$ cat config.mk
export PLATFORM = sky130hd
export DESIGN_NAME = modport_apb_slave
export DESIGN_NICKNAME = d
export VERILOG_FILES = /design/src/rtl/modport_apb_pkg.sv /design/src/rtl/modport_apb_slave.sv
export SDC_FILE = /design/constraint.sdc
export NUM_CORES = 1
export LEC_CHECK = 0
export BUFFER_PORTS_ARGS = -buffer_cell sky130_fd_sc_hd__clkbuf_2
export CAP_MARGIN = 20
export CORE_ASPECT_RATIO = 1.5
export CORE_MARGIN = 2
export CORE_UTILIZATION = 45
export DETAILED_ROUTE_END_ITERATION = 7
export PLACE_DENSITY = 0.68
export SETUP_SLACK_MARGIN = 0.4
export SLEW_MARGIN = 20
export SYNTH_ARGS = -nofsm -noshare
export SYNTH_HDL_FRONTEND = slang
export SYNTH_SLANG_ARGS = --single-unit
$ cat constraint.sdc
create_clock -name pclk -period 1.29 [get_ports pclk]
set_input_delay 0.129 -clock pclk [delete_from_list [all_inputs] [get_ports pclk]]
set_output_delay 0.129 -clock pclk [all_outputs]
set_load 0.01 [all_outputs]
$ cat src/rtl/modport_apb_pkg.sv
// Shared definitions for the APB register slave: register map, reset values
// and the address-decode select type.
package modport_apb_pkg;

    localparam logic [31:0] ADDR_CTRL = 32'h0000_0000;
    localparam logic [31:0] ADDR_REG1 = 32'h0000_0004;
    localparam logic [31:0] ADDR_REG2 = 32'h0000_0008;
    localparam logic [31:0] ADDR_REG3 = 32'h0000_000C;
    localparam logic [31:0] ADDR_ID   = 32'h0000_0010;

    localparam logic [31:0] RST_CTRL   = 32'h0000_0000;
    localparam logic [31:0] RST_REG    = 32'h0000_0000;
    localparam logic [31:0] RST_PRDATA = 32'h0000_0000;

    typedef enum logic [2:0] {
        SEL_CTRL,
        SEL_REG1,
        SEL_REG2,
        SEL_REG3,
        SEL_ID,
        SEL_NONE
    } reg_sel_e;

    // Full-width compare: unaligned addresses never match and fall to SEL_NONE.
    function automatic reg_sel_e decode_addr(input logic [31:0] addr);
        reg_sel_e sel;
        case (addr)
            ADDR_CTRL: sel = SEL_CTRL;
            ADDR_REG1: sel = SEL_REG1;
            ADDR_REG2: sel = SEL_REG2;
            ADDR_REG3: sel = SEL_REG3;
            ADDR_ID:   sel = SEL_ID;
            default:   sel = SEL_NONE;
        endcase
        return sel;
    endfunction

endpackage

$ cat src/rtl/modport_apb_slave.sv
// Zero-wait-state APB3 register slave: CTRL, three RW registers and a RO ID.
// Read data is registered in the setup phase and held until the next read.
module modport_apb_slave
    import modport_apb_pkg::*;
#(
    parameter logic [31:0] ID_VALUE = 32'hA5B0_0001,
    parameter int unsigned CTRL_W   = 4
) (
    input  logic        pclk,
    input  logic        presetn,
    input  logic        psel,
    input  logic        penable,
    input  logic        pwrite,
    input  logic [31:0] paddr,
    input  logic [31:0] pwdata,
    output logic [31:0] prdata
);

    reg_sel_e          sel;
    logic              wr_access;
    logic              rd_setup;
    logic              ctrl_we;
    logic              reg1_we;
    logic              reg2_we;
    logic              reg3_we;

    logic [CTRL_W-1:0] ctrl_q,   ctrl_d;
    logic [31:0]       reg1_q,   reg1_d;
    logic [31:0]       reg2_q,   reg2_d;
    logic [31:0]       reg3_q,   reg3_d;
    logic [31:0]       prdata_q, prdata_d;

    always_comb begin
        sel       = decode_addr(paddr);
        wr_access = psel & penable & pwrite;
        rd_setup  = psel & ~penable & ~pwrite;
        ctrl_we   = wr_access && (sel == SEL_CTRL);
        reg1_we   = wr_access && (sel == SEL_REG1);
        reg2_we   = wr_access && (sel == SEL_REG2);
        reg3_we   = wr_access && (sel == SEL_REG3);
    end

    always_comb begin
        ctrl_d   = ctrl_we ? pwdata[CTRL_W-1:0] : ctrl_q;
        reg1_d   = reg1_we ? pwdata : reg1_q;
        reg2_d   = reg2_we ? pwdata : reg2_q;
        reg3_d   = reg3_we ? pwdata : reg3_q;
        prdata_d = prdata_q;
        if (rd_setup) begin
            case (sel)
                SEL_CTRL: prdata_d = 32'(ctrl_q);
                SEL_REG1: prdata_d = reg1_q;
                SEL_REG2: prdata_d = reg2_q;
                SEL_REG3: prdata_d = reg3_q;
                SEL_ID:   prdata_d = ID_VALUE;
                default:  prdata_d = 32'h0000_0000;
            endcase
        end
    end

    always_ff @(posedge pclk or negedge presetn) begin
        if (!presetn) begin
            ctrl_q   <= RST_CTRL[CTRL_W-1:0];
            reg1_q   <= RST_REG;
            reg2_q   <= RST_REG;
            reg3_q   <= RST_REG;
            prdata_q <= RST_PRDATA;
        end else begin
            ctrl_q   <= ctrl_d;
            reg1_q   <= reg1_d;
            reg2_q   <= reg2_d;
            reg3_q   <= reg3_d;
            prdata_q <= prdata_d;
        end
    end

    assign prdata = prdata_q;

endmodule

* Word-level counts from Yosys, hierarchy flattened
Index checks and enable logic that the tools add are counted.
** Storage, ports and cells
- Output and inout bits :: 32
- Flip-flop bits (word level) :: 132
- Word-level logic and storage cells :: 27
- Input port bits :: 69
** Cells by class
- Bitwise logic cells :: 6
- Muxes and demuxes :: 2
- Reductions and logical operators :: 6
- Equal/unequal tests :: 8
** Operators with widths (number)
- 32-bit one-hot mux with 5 select lines :: 1
- 32-bit by 4-bit equality test with 1-bit output, second input constant :: 2
- 32-bit by 3-bit equality test with 1-bit output, second input constant :: 1
- 32-bit by 5-bit equality test with 1-bit output, second input constant :: 1
- 32-bit zero test :: 1
- 3-bit one-hot mux with 5 select lines :: 1
- 3-bit by 2-bit equality test with 1-bit output, second input constant :: 2
- 1-bit bitwise AND :: 4
- 1-bit logical AND :: 4
- 3-bit by 1-bit equality test with 1-bit output, second input constant :: 1
- 3-bit equality test, second input constant :: 1
- 3-bit zero test :: 1
- 1-bit inverter :: 2

* Depth between registers and ports, before layout
- Word-level depth :: 4
- Gate-level depth with buffers :: 6
- Gate-level depth less buffers :: 4

* Worst setup path after synthesis
Ideal clock, no wire load.
- Path type :: input-to-reg
- Start :: in paddr[26]
- End :: reg reg3_q[10]
- Stages on the path :: 5
- Arrival time :: 1.740 ns
- Path slack :: -0.575 ns
- Setup time :: 0.125 ns
- Data required time :: 1.165 ns
- Path buffers :: 2
- Path through :: or4_4 -> buf_6 -> nor4_4 -> buf_2 -> mux2_2
** On the way
- Word-level cells in the longest chain between the ends :: 4
- Elaborated cells between the ends (all ways) :: 8
- Classes of those cells :: eq/ne (5); mux (1); reduce/logical (2)
** RTL lines
- from (decl) :: RTL line modport_apb_slave.sv:14 : input logic [31:0] paddr,
- 32-bit by 5-bit equality test with 1-bit output (tied with other cells) :: RTL line modport_apb_pkg.sv:27 : case (addr)
- 3-bit one-hot mux with 5 select lines (*) :: RTL line modport_apb_pkg.sv:27
- 3-bit by 2-bit equality test with 1-bit output (*) :: RTL line modport_apb_slave.sv:40 : reg3_we = wr_access && (sel == SEL_REG3);
- 1-bit logical AND (*) :: RTL line modport_apb_slave.sv:40
- to (signal assigned) :: RTL line modport_apb_slave.sv:72 : reg3_q <= reg3_d;
- to (decl) :: RTL line modport_apb_slave.sv:30 : logic [31:0] reg3_q, reg3_d;
Every way passes the cells marked *; elsewhere a longest branch is shown, timed or not.
A chain may end at the register's enable or synchronous reset.

* Worst setup path in the final report
- Start :: in paddr[26]
- End :: reg reg1_q[27]
** On the way
- Word-level cells in the longest chain between the ends :: 4
- Elaborated cells between the ends (all ways) :: 8
- Classes of those cells :: eq/ne (5); mux (1); reduce/logical (2)
** RTL lines
- 32-bit by 5-bit equality test with 1-bit output (tied with other cells) :: RTL line modport_apb_pkg.sv:27
- 3-bit one-hot mux with 5 select lines (*) :: RTL line modport_apb_pkg.sv:27
- 3-bit by 1-bit equality test with 1-bit output (*) :: RTL line modport_apb_slave.sv:38 : reg1_we = wr_access && (sel == SEL_REG1);
- 1-bit logical AND (*) :: RTL line modport_apb_slave.sv:38
- to (signal assigned) :: RTL line modport_apb_slave.sv:70 : reg1_q <= reg1_d;
- to (decl) :: RTL line modport_apb_slave.sv:28 : logic [31:0] reg1_q, reg1_d;
Marks and branches as above.

==> flow_summary.toml <==
[synthesis]
synth_area_leaders = "dfrtp_1 (56%), mux2_2 (23%), o31ai_2 (3.6%), a22oi_1 (2.7%), nand2_1 (2.5%)"
synth_top_area_frac = 0.560
synth-adder-area-share = 0
synth_top_family_by_area = "multiplexers"
synthXorXnorAreaFrac = 0
synthArstFlopShare = 1.00
synth-compound-area-share = 0.0915
syn_nets = 492
synth_edf_count = 0
synth.largest_area_cell = "dfrtp_1"
ys.warnings.count = 0
syn_area_per_cell_sq_um = 13.9
yosysSeqAreaShare = 0.560
syn_inst = 423
synth_cell_types = 32
synth-simple-area-share = 0.0637
muxShareOfSynthArea = 0.258
ys_ff_latch = 132
ys.flop_type = "dfrtp_1"
syn-cell-area_sq_um = 5890
netlist_top_cells_count = "dfrtp_1 (132), mux2_2 (121), nand2_1 (39)"
synth.most_common_cell = "dfrtp_1"

[critical_path]
r2r_end = "prdata[13]"
arrival_ns = 1.84
cpPeakStageDelay_ns = 0.59
critPathLaunch = "paddr[26]"
crit_type = "in2reg"
r2r_cells = 3
r2r_slack_ns = 0.06
required_ns = 1.59
cp-start-kind = "input pin"
critPathCaptureType = "flip-flop"
r2r_start = "reg2_q[13]"
crit_chain = "clkbuf_2, or4_4, buf_12, nor4_4, buf_6, clkbuf_16, mux2_2"
cp_max_fo = 16
critPathSlowestCell = "or4_4"
crit_end = "reg1_q[27]"

[pwr]
p_leak_nw = 4.27
cellPowerDensity_nw_per_um2 = 1130
p_total_mw = 10.0
vdd_drop_max_v = 0.000966

[global_route]
grt_max_degree = 43
overflow = 0
grt_pass1_vias = 4564
grt_usage = 0.217
grt_pass1_wl_um = 23900
antenna_found_initial = 0

[routing]
dr.pass1.iters = 5
wl_met2_um = 8230
drt-total-wl_um = 15700
first_iter_violations = 246
drtAntennaViolNets = 0
routedWlPerCell_um = 20.1
wl_met1_um = 6550
top_layer = "met4"
vias_per_cell = 5.49
vias = 4274
drc_errors = 0
met3_wirelength_um = 584

[clock_network]
cts_buffer_depth = 2
h-tree-depth = 4
root_buffer = "clkbuf_16"
clkLatencyLatePin_ns = 0.42
cts_num_sinks = 132
cts_buffers = 17
clk_pin_slew_ns = 0.06
cts_tree = "built"

[layout]
fin_area_sq_um = 8860
area_growth_syn_to_layout_pct = 50.3
antenna_cells = 0
nets = 675
nFillCells = 876
drive_above_1_share = 0.614

[placed_design]
io_buffers = 100
gp_congestion = 0.768
place_area_sq_um = 7150
dp_hpwl_um = 9130

[outcome]
failed_checks = "negative setup slack"
status = "complete, but fails checks"

[timing]
setup_viol = 125
rsz0062_at_grt = "yes"
relSlewSlack = 0.715
fin_skew_ns = 0.00697
slew_viol_final = 0
fmax_mhz = 649
finalCriticalPeriod_ns = 1.54
worst_slack_ns = -0.251
layout_worst_path_cycle_share = 1.19
tightestPinTransition_ns = 0.428
finalHoldViolCount = 0

[die]
rows = 51
die-area_sq_um = 14000
initial_core_util = 0.457
die_y_um = 144
io_pins = 101
coreArea_sq_um = 12900
die_w_um = 97.4

[flow_run]
cap_violations = 0

[min_path]
worstHoldPathType = "in2reg"
[worst min-delay path by stage]
| stage | cells past startpoint | from | to |
|---|---|---|---|
| 2_1_floorplan | 0 | presetn | ctrl_q[0] |
| 3_3_place_gp | 1 | presetn | prdata[15] |
| 3_5_place_dp | 1 | presetn | prdata[15] |
| 4_1_cts | 2 | pwdata[20] | reg1_q[20] |
| 5_1_grt | 2 | pwdata[20] | reg1_q[20] |
| 6_report | 2 | pwdata[20] | reg1_q[20] |
[registers in the layout, indices dropped and copies added, names as in the netlist]
name,flops
reg2_q,32
reg3_q,32
ctrl_q,4
prdata,32
reg1_q,32
[where the power goes]
part / switching (mW) / internal [mW] / leakage, nW
registers: 0.00000000366 / 4.14 / 1.85
clock network: 1.81 / 3.53 / 0.323
logic: 0.321 / 0.231 / 2.11
[per-stage QoR]
stage	worst slack, ns	utilization	hold slack (ns)	instances	TNS [ns]
final	-0.251	0.687	0.0125	778	-22.44
after global routing	-0.283	0.687	0.00823	778	-28.24
after CTS	-0.237	0.650	0.000892	757	-23.03
after detailed placement	-0.683	0.555	0.0201	684	-81.55
after global placement	-0.630	0.555	0.0106	684	-77.57
after floorplan	-0.551	-	-0.167	423	-61.31
[worst max-delay path: cells and delay by family]
kind	cells	cell delay (ns)
muxes	1	0.35
buffers and inverters	4	0.62
and+or+nand+nor	2	0.73
[layout make-up]
class | count | area, sq um | share of cell area
repair buffers | 194 | 1610 | 0.182
flip-flops and latches | 132 | 3300 | 0.373
clock buffers | 19 | 453 | 0.0511
inverters | 1 | 3.75 | 0.000424
well taps | 159 | 199 | 0.0225
multi-input cells | 260 | 3090 | 0.348
clock inverters | 13 | 204 | 0.0230
[cells in the final DEF (no fill, tap or decap), types with 4 or more instances in the layout]
cell | Yosys | routed
dlygate4sd3_1 | 0 | 27
a22oi_1 | 21 | 21
buf_2 | 9 | 32
buf_6 | 4 | 8
a221oi_1 | 7 | 5
nand2_1 | 39 | 38
clkbuf_16 | 0 | 23
clkinv_2 | 0 | 4
bufinv_16 | 0 | 5
o31ai_4 | 0 | 19
nor2_1 | 4 | 4
mux2_4 | 0 | 85
buf_12 | 0 | 13
clkbuf_2 | 0 | 66
o21ai_2 | 0 | 9
mux2_2 | 121 | 43
dfrtp_1 | 132 | 132
nor4_4 | 3 | 8
buf_4 | 0 | 39
[kinds of logic (layout without fill, tap and decap cells)]
kind of cell	after synthesis	in the layout
flops	132	132
mux	132	132
simple gates	65	65
buf+inv	31	227
compound gates	63	63
[layer usage]
layer	vias to the layer above	GRT usage
met3	22	0.0488
met1	2199	0.269
li1	1940	-
met2	113	0.372
met4	0	0.0804
met5	-	0
[what timing repair did]
item	4_1_cts	5_1_grt
cloned	1	7
pin swaps	3	10
endpoints found under the hold margin	201	0
hold buffers	27	0
endpoints found under the setup margin	164	164
resized for setup	28	89
setup buffers	13	14
(Power assumes the default switching activity.)
